File: src/rtl/duty_ramp_pkg.sv
// Shared types and constant helpers for the triangle-wave duty generator.
// Optional build macro used by the generator: DUTY_RAMP_HOLD_EN (dwell at peak/trough).
package duty_ramp_pkg;

  // Ramp controller states; the hold states are only reachable with DUTY_RAMP_HOLD_EN.
  typedef enum logic [2:0] {
    ST_IDLE    = 3'd0,
    ST_RISE    = 3'd1,
    ST_FALL    = 3'd2,
    ST_HOLD_HI = 3'd3,
    ST_HOLD_LO = 3'd4
  } ramp_state_t;

  // Duty increment per step (integer division, so the peak may sit below the interval).
  function automatic int unsigned step_size(input int unsigned pwm_interval,
                                            input int unsigned steps);
    return pwm_interval / steps;
  endfunction

  // Duty value reached at the top of the ramp.
  function automatic int unsigned peak(input int unsigned pwm_interval,
                                       input int unsigned steps);
    return steps * step_size(pwm_interval, steps);
  endfunction

endpackage

File: src/rtl/step_prescaler.sv
// Terminal-count counter: counts 0..TERMINAL-1 while en is high and raises
// strobe during the terminal cycle. clr forces the count back to 0 and wins over en.
module step_prescaler #(
  parameter int unsigned TERMINAL = 4
) (
  input  logic clk,
  input  logic rst_n,
  input  logic en,
  input  logic clr,
  output logic strobe
);

  localparam int unsigned CW = (TERMINAL > 1) ? $clog2(TERMINAL) : 1;

  logic [CW-1:0] cnt_q, cnt_d;

  // Strobe comes straight from the registered count so it never depends on clr.
  assign strobe = en && (cnt_q == CW'(TERMINAL - 1));

  // Next count: clear, wrap on the terminal cycle, otherwise advance while enabled.
  always_comb begin
    cnt_d = cnt_q;
    if (clr || strobe) begin
      cnt_d = '0;
    end else if (en) begin
      cnt_d = cnt_q + CW'(1);
    end
  end

  // Count register.
  always_ff @(posedge clk or negedge rst_n) begin
    if (!rst_n) begin
      cnt_q <= '0;
    end else begin
      cnt_q <= cnt_d;
    end
  end

endmodule

File: src/rtl/duty_ramp_gen.sv
// Triangle-wave duty generator for the pwm stage. Ramps pwm_value from 0 up to
// PEAK and back in STEPS increments, one increment every STEP_CYCLES clocks, and
// pulses phase_tick for one cycle at each peak and trough.
// Build macro DUTY_RAMP_HOLD_EN adds a HOLD_STEPS-step dwell after every tick.
// enable=0 beats sync, which beats normal stepping. state_dbg mirrors the FSM state.
module duty_ramp_gen
  import duty_ramp_pkg::*;
#(
  parameter int unsigned PWM_INTERVAL = 1800,
  parameter int unsigned STEPS        = 200,
  parameter int unsigned STEP_CYCLES  = 10000,
  parameter int unsigned HOLD_STEPS   = 50
) (
  input  logic                              clk,
  input  logic                              rst_n,
  input  logic                              enable,
  input  logic                              sync,
  output logic [$clog2(PWM_INTERVAL)-1:0]   pwm_value,
  output logic                              dir_down,
  output logic                              phase_tick,
  output logic [2:0]                        state_dbg
);

  localparam int unsigned VW        = $clog2(PWM_INTERVAL);
  localparam int unsigned IW        = $clog2(STEPS + 1);
  localparam int unsigned STEP_SIZE = step_size(PWM_INTERVAL, STEPS);
  localparam int unsigned PEAK      = peak(PWM_INTERVAL, STEPS);
  localparam logic [VW-1:0] STEP_V  = VW'(STEP_SIZE);
  localparam logic [VW-1:0] PEAK_V  = VW'(PEAK);

  // Reject parameter sets the ramp cannot represent.
  if (STEPS < 2 || STEPS > PWM_INTERVAL || STEP_CYCLES < 1 || HOLD_STEPS < 1 ||
      PEAK >= (1 << VW)) begin : g_bad_params
    $error("duty_ramp_gen: unsupported parameter combination");
  end

  ramp_state_t    state_q, state_d;
  logic [VW-1:0]  pwm_q, pwm_d;
  logic [IW-1:0]  idx_q, idx_d;
  logic           tick_q, tick_d;
  logic           step_strobe;
  logic           presc_clr;
  logic           run;
  logic           restart;

  assign run     = (state_q != ST_IDLE);
  assign restart = enable && sync;
  // Any state change, a sync restart, or sitting in IDLE restarts the step period.
  assign presc_clr = (state_d != state_q) || restart || !run;

  step_prescaler #(.TERMINAL(STEP_CYCLES)) u_step (
    .clk    (clk),
    .rst_n  (rst_n),
    .en     (run),
    .clr    (presc_clr),
    .strobe (step_strobe)
  );

`ifdef DUTY_RAMP_HOLD_EN
  logic in_hold;
  logic hold_done;

  assign in_hold = (state_q == ST_HOLD_HI) || (state_q == ST_HOLD_LO);

  // Counts step strobes while dwelling; shares the clear with the step counter.
  step_prescaler #(.TERMINAL(HOLD_STEPS)) u_hold (
    .clk    (clk),
    .rst_n  (rst_n),
    .en     (step_strobe && in_hold),
    .clr    (presc_clr),
    .strobe (hold_done)
  );
`endif

  // Next-state, duty and tick computation with enable/sync priority.
  always_comb begin
    state_d = state_q;
    pwm_d   = pwm_q;
    idx_d   = idx_q;
    tick_d  = 1'b0;
    if (!enable) begin
      state_d = ST_IDLE;
      pwm_d   = '0;
      idx_d   = '0;
    end else if (sync) begin
      state_d = ST_RISE;
      pwm_d   = '0;
      idx_d   = '0;
    end else begin
      case (state_q)
        ST_IDLE: begin
          state_d = ST_RISE;
          pwm_d   = '0;
          idx_d   = '0;
        end
        ST_RISE: begin
          if (step_strobe) begin
            if (idx_q == IW'(STEPS - 1)) begin
              idx_d   = IW'(STEPS);
              pwm_d   = PEAK_V;
              tick_d  = 1'b1;
`ifdef DUTY_RAMP_HOLD_EN
              state_d = ST_HOLD_HI;
`else
              state_d = ST_FALL;
`endif
            end else begin
              idx_d = idx_q + IW'(1);
              pwm_d = pwm_q + STEP_V;
            end
          end
        end
        ST_FALL: begin
          if (step_strobe) begin
            if (idx_q == IW'(1)) begin
              idx_d   = '0;
              pwm_d   = '0;
              tick_d  = 1'b1;
`ifdef DUTY_RAMP_HOLD_EN
              state_d = ST_HOLD_LO;
`else
              state_d = ST_RISE;
`endif
            end else begin
              idx_d = idx_q - IW'(1);
              pwm_d = pwm_q - STEP_V;
            end
          end
        end
`ifdef DUTY_RAMP_HOLD_EN
        ST_HOLD_HI: begin
          if (hold_done) begin
            state_d = ST_FALL;
          end
        end
        ST_HOLD_LO: begin
          if (hold_done) begin
            state_d = ST_RISE;
          end
        end
`endif
        default: begin
          state_d = ST_IDLE;
          pwm_d   = '0;
          idx_d   = '0;
        end
      endcase
    end
  end

  // Controller registers.
  always_ff @(posedge clk or negedge rst_n) begin
    if (!rst_n) begin
      state_q <= ST_IDLE;
      pwm_q   <= '0;
      idx_q   <= '0;
      tick_q  <= 1'b0;
    end else begin
      state_q <= state_d;
      pwm_q   <= pwm_d;
      idx_q   <= idx_d;
      tick_q  <= tick_d;
    end
  end

  assign pwm_value  = pwm_q;
  assign phase_tick = tick_q;
  assign dir_down   = (state_q == ST_FALL) || (state_q == ST_HOLD_HI);
  assign state_dbg  = state_q;

endmodule

File: config.mk
export PLATFORM = sky130hd
export DESIGN_NAME = duty_ramp_gen
export DESIGN_NICKNAME = d
export VERILOG_FILES = /design/src/rtl/duty_ramp_pkg.sv /design/src/rtl/step_prescaler.sv /design/src/rtl/duty_ramp_gen.sv
export SDC_FILE = /design/constraint.sdc
export NUM_CORES = 1
export LEC_CHECK = 0
export CAP_MARGIN = 0
export CORE_ASPECT_RATIO = 1.1
export CORE_MARGIN = 5
export CORE_UTILIZATION = 50
export CTS_BUF_LIST = sky130_fd_sc_hd__clkbuf_16
export DETAILED_ROUTE_END_ITERATION = 12
export PLACE_DENSITY = 0.7
export SLEW_MARGIN = 20
export SYNTH_ARGS = -nofsm -noshare
export SYNTH_HDL_FRONTEND = slang
export SYNTH_SLANG_ARGS = --single-unit
File: constraint.sdc
create_clock -name clk -period 5.4 [get_ports clk]
set_clock_uncertainty 0.2 [all_clocks]
set_input_delay 0.81 -clock clk [delete_from_list [all_inputs] [get_ports clk]]
set_output_delay 0.81 -clock clk [all_outputs]
set_load 0.005 [all_outputs]
## Word-level counts from Yosys, hierarchy flattened

Index checks and enable logic that the tools add are counted.

- Bits in registers: 37
- Bits in latches: 0
- Memory bits (writable): 0
- Bits in read-only memories: 0
- Input port bits: 4
- Output and inout bits: 16
- Word-level logic and storage cells: 60
- Memories: 0

- $add $sub $neg: 5
- $mul: 0
- Div/mod/pow operators: 0
- $lt $le $gt $ge: 0
- Equal/unequal tests: 9
- Shift-type cells: 0
- Mux-type cells: 30
- Bitwise gates (word level): 0
- Reduce and logical (&&, ||, !) cells: 11

Operators by type and width:

| kind | count |
|---|---|
| $mux 11 | 6 |
| $mux 8 | 6 |
| $mux 14 | 2 |
| $pmux 11 s2 | 1 |
| $mux 3 | 6 |
| $pmux 8 s2 | 1 |
| $add 14x1->14 const B | 1 |
| $eq 14x14->1 const B | 1 |
| $add 11x4->11 const B | 1 |
| $sub 11x4->11 const B | 1 |
| $pmux 3 s3 | 1 |
| $add 8x1->8 const B | 1 |
| $eq 8x1->1 const B | 1 |
| $eq 8x8->1 const B | 1 |
| $ne 4x3->1 const B | 2 |
| $sub 8x1->8 const B | 1 |
| $eq 3x2->1 const B | 2 |
| $mux 1 | 6 |
| $logic_or 1x1->1 | 4 |
| $eq 3x1->1 const B | 1 |
| $logic_not 3->1 | 1 |
| $ne 3x3->1 | 1 |
| $reduce_bool 3->1 | 1 |
| $logic_and 1x1->1 | 2 |
| 4 further kinds | 4 |

## Longest topological paths before layout

Gate-level depths: netlist of run 1.

- Word-level depth: 11
- Gate-level depth with buffers: 8
- Mapped depth without buffers: 7

## Modules after synthesis

A second synthesis of run 1 with hierarchy kept.

- Cell total of the unflattened synthesis: 294
- Area, all modules: 2,529.9 um^2

Modules (own cells, without submodules):

| module | times used | cells an instance | area an instance (um^2) | sequential area each (um^2) |
|---|---|---|---|---|
| duty_ramp_gen | 1 | 223 | 1,823.0 | 575.6 |
| step_prescaler | 1 | 71 | 706.9 | 350.3 |

## Worst setup path before layout of run 1

Ideal clock, no wire load.

- Path type: input port to flip-flop
- From: input sync
- To: register pwm_q[9] (netlist: pwm_value[9])
- Setup time: 0.126 ns
- Arrival time: 1.820 ns
- Data required time: 5.074 ns
- Setup slack: 3.254 ns
- Stages on the path: 5
- Cell sequence: nand2b_1 -> nor3_1 -> a21boi_2 -> nor2_1 -> a221o_1

- Cells in the longest elaborated chain, start to end: 2
- Elaborated cells between the ends (all ways): 5
- Classes of those cells: eq/ne (2); mux (2); reduce/logical (1)

Ends and longest elaborated chain:

| what | RTL line | RTL |
|---|---|---|
| from (decl) | duty_ramp_gen.sv:17 | `input logic sync,` |
| $ne 4x3->1 (no line) / $mux 11 (equally long branches) | n/a |  |
| $reduce_and 2->1 (no line) / $mux 11 (equally long branches) | n/a |  |
| to (signal assigned) | duty_ramp_gen.sv:160 | `pwm_q <= pwm_d;` |
| to (decl) | duty_ramp_gen.sv:38 | `logic [VW-1:0] pwm_q, pwm_d;` |

Parallel ways exist; a longest one is shown, timed or not.
A chain may end at the register's enable or synchronous reset.

## Final worst setup path of run 1

Ends and elaborated chain as after synthesis.

==> results.md, run 1 <==
* Status: complete, no violations
* Gr usage total at 18.5%
* Synth Area in Simple Gates at 23.7%
* First-pass GRT wire length at 10.1 mm
* Ys flop type: dfrtp_1
* Initial core utilization at 50.8%
* Grt ovf at 0
* DR WL/cell at 16.7 µm
* Post-synthesis cell type count at 57
* Initial antenna violation count at 0
* Root Buffer: clkbuf_16
* R2r endpoint: idx_q[3]
* Reg clk slew, reported paths at 0.05 ns
* Async SR Flop Fraction at 100%
* Clk_lat worst skew at 0.28 ns
* Min Hold Slack at 0.267 ns
* Post-detail-place hpwl at 3.95 mm
* Drt total wl at 5.90 mm
* Post-Route Utilization at 57.5%
* Min-delay src: u_step.cnt_q[0]
* Pleak at 1.12 nW
* Slew of the pin with the lowest slew margin at 0.812 ns
* GP Congestion at 0.889
* Type of origin of the critical path: primary input
* Vias per cell at 6.32
* Worst-path maximum fanout at 16
* Post-synth top cells: dfrtp_1, nor2_1, o21ai_0
* # DRC at 0
* Syn Inst Count at 284
* Die width at 77.5 µm
* Fin crit share at 56.0%
* Synth Warn # at 0
* Area grow syn2layout at 13.1%
* Worst Hold Depth at 1
* Setup violations, final at 0
* Drt first pass iters at 4
* Final ANT Viol Nets at 0
* Post-synthesis xor/xnor area fraction at 6.29%
* FMAX at 331 MHz
* Worst VDD drop at 143 µV
* Die height at 84.3 µm
* Max transition margin at 45.9%
* Vias in the first global route at 2117
* Hold Path Class: flip-flop to flip-flop
* Post_cts resized at 0
* Critical Path AT at 2.98 ns
* CTS tree: yes
* Synth top area cells: dfrtp_1, nor2_1, o21ai_0, a21oi_1, xor2_1
* PortBufs at 19
* Max Root-Sink Buffers at 2
* Ant diodes at 0
* Unrepaired setup endpoints after global routing: no
* # clock sinks at 37
* Post-synth EDFFs at 0
* Pwr/cell area at 228 nW/µm²
* Hold Fails Final Rpt at 0
* Drt initial violations at 225
* Sequential-to-total area share from yosys stat at 36.9%
* Largest net degree at the start of global routing at 38
* Num CTS Buffers at 5
* Adder-Cell Fraction of Synth Area at 2.99%
* Crit end category: flip-flop
* Setup TNS at 0 ns
* Hold EP: u_step.cnt_q[0]
* Worst Reg2Reg Path Length in Cells at 5
* Setup Buffers After CTS at 0
* Worst Path Required at 5.36 ns
* Max cap viols at 0
* Fin nets at 304
* I/O pin count at 20
* Slew Limit Fails at 0
* CTS Hold Bufs at 0
* Main combinational cell family by area after synthesis: compound AO/OA/AOI/OAI gates
* Die area at 6530 µm²
* FP Rows at 27
* Mapped Nets at 294
* Period minus WS final at 3.02 ns
* Pwr Total at 0.000647 W
* Placed insts at 345
* Compound-gate portion of the synthesized area at 23.9%
* Top-count cell post-synth: dfrtp_1
* Synth top area share at 36.9%
* Area of the mapped netlist at 2510 µm²
* R2r setup slk at 2.77 ns
* Worst r2r src: u_step.cnt_q[6]
* Critical path class: primary input to flip-flop
* Core Area at 4930 µm²
* Cell taking the most area after synthesis: dfrtp_1
* Post-synthesis mux area share at 1.20%
* Fraction of layout cells with a size suffix above 1 at 7.48%
* #FFs+latches synth at 37
* H-tree depth at 2
* Via Count at 2223
* Fin cells at 352
* Avg Inst Size Synth at 8.83 µm²
## cell type report
cell class              instances  area [µm²]
clock buffers                   5         125
fillers                       452        2100
flip-flops and latches         37         926
well taps                      58        72.6
repair buffers                 21         200
clock inverters                 2        35.0
inverters                       5        18.8
multi-input cells             224        1460
## critical path: stages
cell	delay [ns]
clkdlybuf4s50_1	0.45
nand2b_1	0.29
nor3_1	0.28
a21boi_2	0.64
nor2_1	0.18
a221o_1	0.32
## power breakdown
part	leakage, nW	internal (W)	total, W	switching, W
clock network	0.0797	0.000214	0.000322	0.000108
logic	0.524	0.0000140	0.0000401	0.0000261
registers	0.512	0.000280	0.000285	0.00000500
total	1.12	0.000508	0.000647	0.000139
## layout by cell type, fill, tap and decap left out, drive strengths merged, types with 3 or more instances in the layout
cell           Yosys  routed
o22ai              3       3
o21ai             26      26
nand3             12      12
nor3              12      12
dfrtp             37      37
and2               3       3
a21oi             20      20
nor2b              7       7
o211ai             3       3
inv                5       5
nand4              4       4
mux2i              3       3
a211oi             3       3
clkdlybuf4s50      0      18
nor4b              3       3
nand2             13      13
xor2              10      10
and3               6       6
a22o               7       7
buf               10       3
nor2              31      31
or3                3       3
ha                 6       6
clkbuf             8       5
a31oi              7       7
nor3b              4       4
o21a               3       3
xnor2              8       8
## kinds of logic after synthesis
family	count (synthesis)
multiplexers	3
XOR/XNOR	18
other	1
adder cells (fa/ha/maj)	6
flip-flops	37
AO/OA/AOI/OAI	89
buffers and inverters	23
AND/OR/NAND/NOR	107
## metrics by stage
step	setup WS (ns)	area [µm²]
finish	2.38	2840
global route	2.19	2840
CTS	2.38	2840
detailed placement	2.16	2680
global placement	2.24	2680
floorplan	3.25	2510
## worst max path at each step
stage | cells past startpoint | startpoint | endpoint
after floorplan | 5 | sync | pwm_value[9]
after global placement | 6 | sync | pwm_value[9]
after detailed placement | 6 | sync | pwm_value[9]
after CTS | 6 | sync | pwm_value[9]
after global routing | 6 | enable | pwm_value[9]
final | 6 | sync | pwm_value[9]
## flip-flops by register name, summed over array words and instances (netlist names)
register and cells:
idx_q 8, phase_tick 1, pwm_value 11, state_dbg 3, u_step.cnt_q 14
## metal layers
layer,up-vias,track usage [%],wire length (µm)
li1,1067,-,-
met1,1064,25.1,2720
met2,86,29.0,2760
met3,6,3.97,360
met4,0,6.56,55
met5,-,0,0
(Power assumes the default switching activity.)
==> run 2, diff against run 1 <==
==> constraint.sdc (replaced) <==
create_clock -name clk -period 2.8 [get_ports clk]
set_clock_uncertainty 0.2 [all_clocks]
set_input_delay 0.42 -clock clk [delete_from_list [all_inputs] [get_ports clk]]
set_output_delay 0.42 -clock clk [all_outputs]
set_load 0.005 [all_outputs]
==> run 2 against run 1 <==
Effect of this change: clock power is 130% higher; utilization increased by 1.4 points; combinational power is 99% higher; die area did not move; cell count grew 1.7%; wire length increased by 5.6%; hold slack got worse by 0.22 ns; register-to-register slack worse by 2.6 ns; via count grew 0.67%; critical endpoint is now idx_q[3]; highest routed layer unchanged.
==> results.md, run 2 (synthesis results as in run 1) <==
* Status: complete, no violations
* First-pass GRT wire length at 11.0 mm
* Gate power share at 5.9%
* Worst Reg2Reg Path Length in Cells at 5
* Clk_lat worst skew at 0.28 ns
* Period minus WS final at 2.58 ns
* PnR worst setup slack at 0.220 ns
* DR WL met2 at 3.09 mm
* # DRC at 0
* Drt initial violations at 269
* Worst-path maximum fanout at 29
* Critical Path AT at 2.55 ns
* Setup Buffers After CTS at 0
* Drt total wl at 6.22 mm
* Max reg flops at 14
* Die width at 77.5 µm
* Die height at 84.3 µm
* DR WL/cell at 17.4 µm
* Ant diodes at 0
* Switching Fraction at 20.9%
* Leading cell types in the layout, fill and taps excluded: dfrtp_1, nor2_1, o21ai_0
* Type of origin of the critical path: flip-flop
* Crit end category: flip-flop
* Root Buffer: clkbuf_16
* NetSw at 0.000285 W
* Most common cell after layout, fill and taps aside: dfrtp_1
* Pwr/cell area at 469 nW/µm²
* Setup violations, final at 0
* Pleak at 1.15 nW
* R2r setup slk at 0.22 ns
* Pre-CTS WS at 0.233 ns
* Worst r2r src: u_step.cnt_q[6]
* Initial antenna violation count at 0
* Final ANT Viol Nets at 0
* Hold Path Class: primary input to asynchronous set/reset pin
* Largest net degree at the start of global routing at 38
* Post-detail-place hpwl at 4.23 mm
* FP Rows at 27
* Gr usage total at 20.3%
* Internal at 0.00108 W
* Max Root-Sink Buffers at 2
* Reg with most FFs: u_step.cnt_q
* Num CTS Buffers at 5
* Setup TNS at 0 ns
* Grt ovf at 0
* H-tree depth at 2
* Post_cts resized at 0
* PortBufs at 19
* Unrepaired setup endpoints after global routing: no
* Fin nets at 309
* Vias per cell at 6.25
* R2r endpoint: idx_q[3]
* Critical path class: flip-flop to flip-flop
* Core Area at 4930 µm²
* FMAX at 388 MHz
* Placed insts at 350
* Initial core utilization at 50.8%
* Hold Fails Final Rpt at 0
* Metal3 WL at 310 µm
* Die area at 6530 µm²
* CTS tree: yes
* DR top layer: met4
* Worst Path Required at 2.77 ns
* Area grow syn2layout at 15.8%
* Via Count at 2238
* # clock sinks at 37
* Max cap viols at 0
* Fin crit share at 92.2%
* Drt first pass iters at 5
* Slew of the pin with the lowest slew margin at 0.855 ns
* Worst VDD drop at 318 µV
* Sequential power share at 40.3%
* CTS Hold Bufs at 0
* Fin cells at 358
* Clock group share of total power at 53.9%
* Max transition margin at 43.0%
* GP Congestion at 0.887
* Reg clk slew, reported paths at 0.06 ns
* DRT met1 WL at 2.74 mm
* I/O pin count at 20
* Slew Limit Fails at 0
* Vias in the first global route at 2191
* Min Hold Slack at 0.0485 ns
* Fraction of layout cells with a size suffix above 1 at 9.33%
-- run 2: changes by cell type in the layout (fill, tap and decap cells not counted), sizes merged --
cell,previous run,this run
buf,3,8
bufinv,1,2
-- run 2: layout make-up --
| class | count | area (µm²) |
|---|---|---|
| tap | 58 | 72.6 |
| sequential | 37 | 926 |
| multi-input combinational | 224 | 1460 |
| clock buffer | 5 | 125 |
| clock inverter | 3 | 65.1 |
| inverter | 5 | 18.8 |
| timing repair buffer | 26 | 238 |
| fill | 434 | 2030 |
-- run 2: how the worst max path moves through the flow --
| stage | slack [ns] | to | startpoint | depth (start not counted) |
|---|---|---|---|---|
| floorplan | 0.67 | idx_q[3] | idx_q[1] | 8 |
| global placement | 0.29 | idx_q[3] | sync | 6 |
| detailed placement | 0.23 | idx_q[3] | sync | 6 |
| CTS | 0.21 | idx_q[3] | u_step.cnt_q[6] | 5 |
| global route | 0.08 | idx_q[3] | u_step.cnt_q[6] | 5 |
| finish | 0.22 | idx_q[3] | u_step.cnt_q[6] | 5 |
-- run 2: layer usage --
metal	vias to the layer above	track usage, %
li1	1074	-
met1	1086	27.9
met2	68	32.8
met3	10	3.33
met4	0	6.09
met5	-	0
-- run 2: power groups by stage --
| stage | Combinational (W) | Clock [W] | Sequential (W) |
|---|---|---|---|
| 2_1_floorplan | 0.0000475 | 0 | 0.000554 |
| 4_1_cts | 0.0000804 | 0.000745 | 0.000548 |
| 3_3_place_gp | 0.0000793 | 0 | 0.000558 |
| 6_report | 0.0000798 | 0.000733 | 0.000549 |
| 5_1_grt | 0.0000892 | 0.000764 | 0.000549 |
| 3_5_place_dp | 0.0000802 | 0 | 0.000558 |
-- run 2: critical path, cell delays in order (launching register included) --
cell and delay [ns]:
dfrtp_1 0.43, or4b_4 0.56, nor3b_4 0.30, a21bo_2 0.56
o21ai_0 0.19, a22o_1 0.22
-- run 2: metrics by stage --
step	cell area, µm²	util [%]	power, W
final	2900	58.9	0.00136
after global placement	2710	55.0	0.000637
after global routing	2900	58.9	0.00140
after CTS	2900	58.9	0.00137
after detailed placement	2710	55.0	0.000638
after floorplan	2510	-	0.000602
==> run 3, diff against run 2 <==
--- a/config.mk
+++ b/config.mk
@@ -8,10 +8,10 @@
 export CAP_MARGIN = 0
 export CORE_ASPECT_RATIO = 1.1
 export CORE_MARGIN = 5
-export CORE_UTILIZATION = 50
+export CORE_UTILIZATION = 53
 export CTS_BUF_LIST = sky130_fd_sc_hd__clkbuf_16
 export DETAILED_ROUTE_END_ITERATION = 12
-export PLACE_DENSITY = 0.7
+export PLACE_DENSITY = 0.74
 export SLEW_MARGIN = 20
 export SYNTH_ARGS = -nofsm -noshare
 export SYNTH_HDL_FRONTEND = slang
==> run 3 against run 2 <==
Effect of this change: clock power shrank 26%; largest cell class unchanged; critical endpoint is now pwm_value[10]; sequential power is essentially flat; non-clock buffer count grew 1; utilization grew 3.1 points; via count grew 1.4%; first-iteration DRC count shrank 33%; maximum frequency grew 2.1%; wire length shrank 2.5%.
==> results.md, run 3 (synthesis results as in run 1) <==
* Drt total wl at 6.07 mm
* Post-detail-place hpwl at 4.12 mm
* Max Root-Sink Buffers at 2
* Clk_lat worst skew at 0.28 ns
* Post_cts resized at 0
* Ant diodes at 0
* CP Cell Sequence: or4b_4 > nor3b_4 > a21bo_2 > o21ai_0 > o2bb2ai_1
* Hold Fails Final Rpt at 0
* Max reg flops at 14
* Largest net degree at the start of global routing at 38
* Fin cells at 357
* Slew Limit Fails at 0
* Fin crit share at 90.2%
* Pleak at 1.13 nW
* Grt ovf at 0
* Reg clk slew, reported paths at 0.06 ns
* Setup Buffers After CTS at 0
* Leading cell types in the layout, fill and taps excluded: dfrtp_1, nor2_1, o21ai_0
* Sequential cell area at 926 µm²
* Worst VDD drop at 310 µV
* Initial antenna violation count at 0
* FMAX at 396 MHz
* Worst Reg2Reg Path Length in Cells at 5
* Fin nets at 310
* Setup TNS at 0 ns
* Vias per cell at 6.36
* Die area at 6210 µm²
* GP Congestion at 0.868
* DR WL/cell at 17.0 µm
* Slew of the pin with the lowest slew margin at 0.836 ns
* Status: complete, no violations
* Setup violations, final at 0
* Multi-input gate area at 1460 µm²
* I/O pin count at 20
* Type of origin of the critical path: flip-flop
* Gr usage total at 21.6%
* Core Area at 4620 µm²
* Root Buffer: clkbuf_16
* Area grow syn2layout at 14.1%
* CTS Hold Bufs at 0
* FP Rows at 26
* PnR worst setup slack at 0.273 ns
* Critical Path AT at 2.49 ns
* Die width at 75.6 µm
* Worst path slowest cell: or4b_4
* Unrepaired setup endpoints after global routing: no
* Crit end category: flip-flop
* Worst-path maximum fanout at 29
* Area after DPL at 2720 µm²
* Crit path max-delay family: compound AO/OA/AOI/OAI gates
* Max cap viols at 0
* Cell count along the critical path at 5
* Drt first pass iters at 4
* First-pass GRT wire length at 10.2 mm
* # DRC at 0
* R2r endpoint: pwm_value[10]
* Fraction of layout cells with a size suffix above 1 at 9.63%
* Vias in the first global route at 2185
* CP Buf/Inv Count at 0
* CTS tree: yes
* Num CTS Buffers at 5
* Post-route cell area at 2860 µm²
* Initial core utilization at 54.3%
* Critical path's largest stage delay at 0.56 ns
* Via Count at 2269
* Pwr/cell area at 411 nW/µm²
* Worst r2r src: u_step.cnt_q[6]
* Die height at 82.1 µm
* Critical path class: flip-flop to flip-flop
* Pre-CTS WS at 0.273 ns
* Placed insts at 349
* Final ANT Viol Nets at 0
* Most common cell after layout, fill and taps aside: dfrtp_1
* Reg with most FFs: u_step.cnt_q
* R2r setup slk at 0.27 ns
* Drt initial violations at 179
* H-tree depth at 2
* Period minus WS final at 2.53 ns
* PortBufs at 19
* # clock sinks at 37
* Hold Path Class: primary input to asynchronous set/reset pin
* Worst Path Required at 2.76 ns
* Layout fillers at 407
* Max transition margin at 44.2%
[run 3: area by class of cell]
class                           instances  share of cell area [%]
Tap cell                               56                    2.45
Sequential cell                        37                    32.4
Timing Repair Buffer                   27                    8.57
Clock buffer                            5                    4.37
Inverter                                5                   0.656
Multi-Input combinational cell        224                    51.0
Clock inverter                          3                   0.612
[run 3: worst max path at each step]
stage	from	end	slack, ns
floorplan	idx_q[1]	idx_q[3]	0.67
global placement	sync	idx_q[3]	0.31
detailed placement	u_step.cnt_q[6]	idx_q[3]	0.27
CTS	u_step.cnt_q[6]	idx_q[3]	0.27
global route	u_step.cnt_q[6]	idx_q[6]	0.07
finish	u_step.cnt_q[6]	pwm_value[10]	0.27
[run 3: metrics by stage]
step / hold WS, ns / util (%) / total power, W
5_1_grt: 0.107 / 61.9 / 0.00122
6_report: 0.0433 / 61.9 / 0.00117
3_5_place_dp: 0.265 / 58.8 / 0.000639
2_1_floorplan: -0.0756 / - / 0.000602
3_3_place_gp: 0.251 / 58.8 / 0.000638
4_1_cts: 0.0645 / 61.9 / 0.00119
[run 3: report_power, final]
group          switching, W  internal (W)
sequential       0.00000970      0.000539
clock              0.000218      0.000326
combinational     0.0000519     0.0000295
[run 3: worst register-to-register path, delay by kind of cell, from the launching register on]
family             cells  cell delay [ns]
and+or+nand+nor        2             0.85
DFF                    1             0.42
AOI/OAI and AO/OA      3             0.94
[run 3: routing by layer]
metal | vias to the layer above | global-route usage [%] | wire length (µm)
li1 | 1085 | - | -
met1 | 1112 | 29.1 | 2720
met2 | 58 | 33.1 | 2970
met3 | 14 | 4.24 | 241
met4 | 0 | 10.1 | 142
met5 | - | 0 | 0
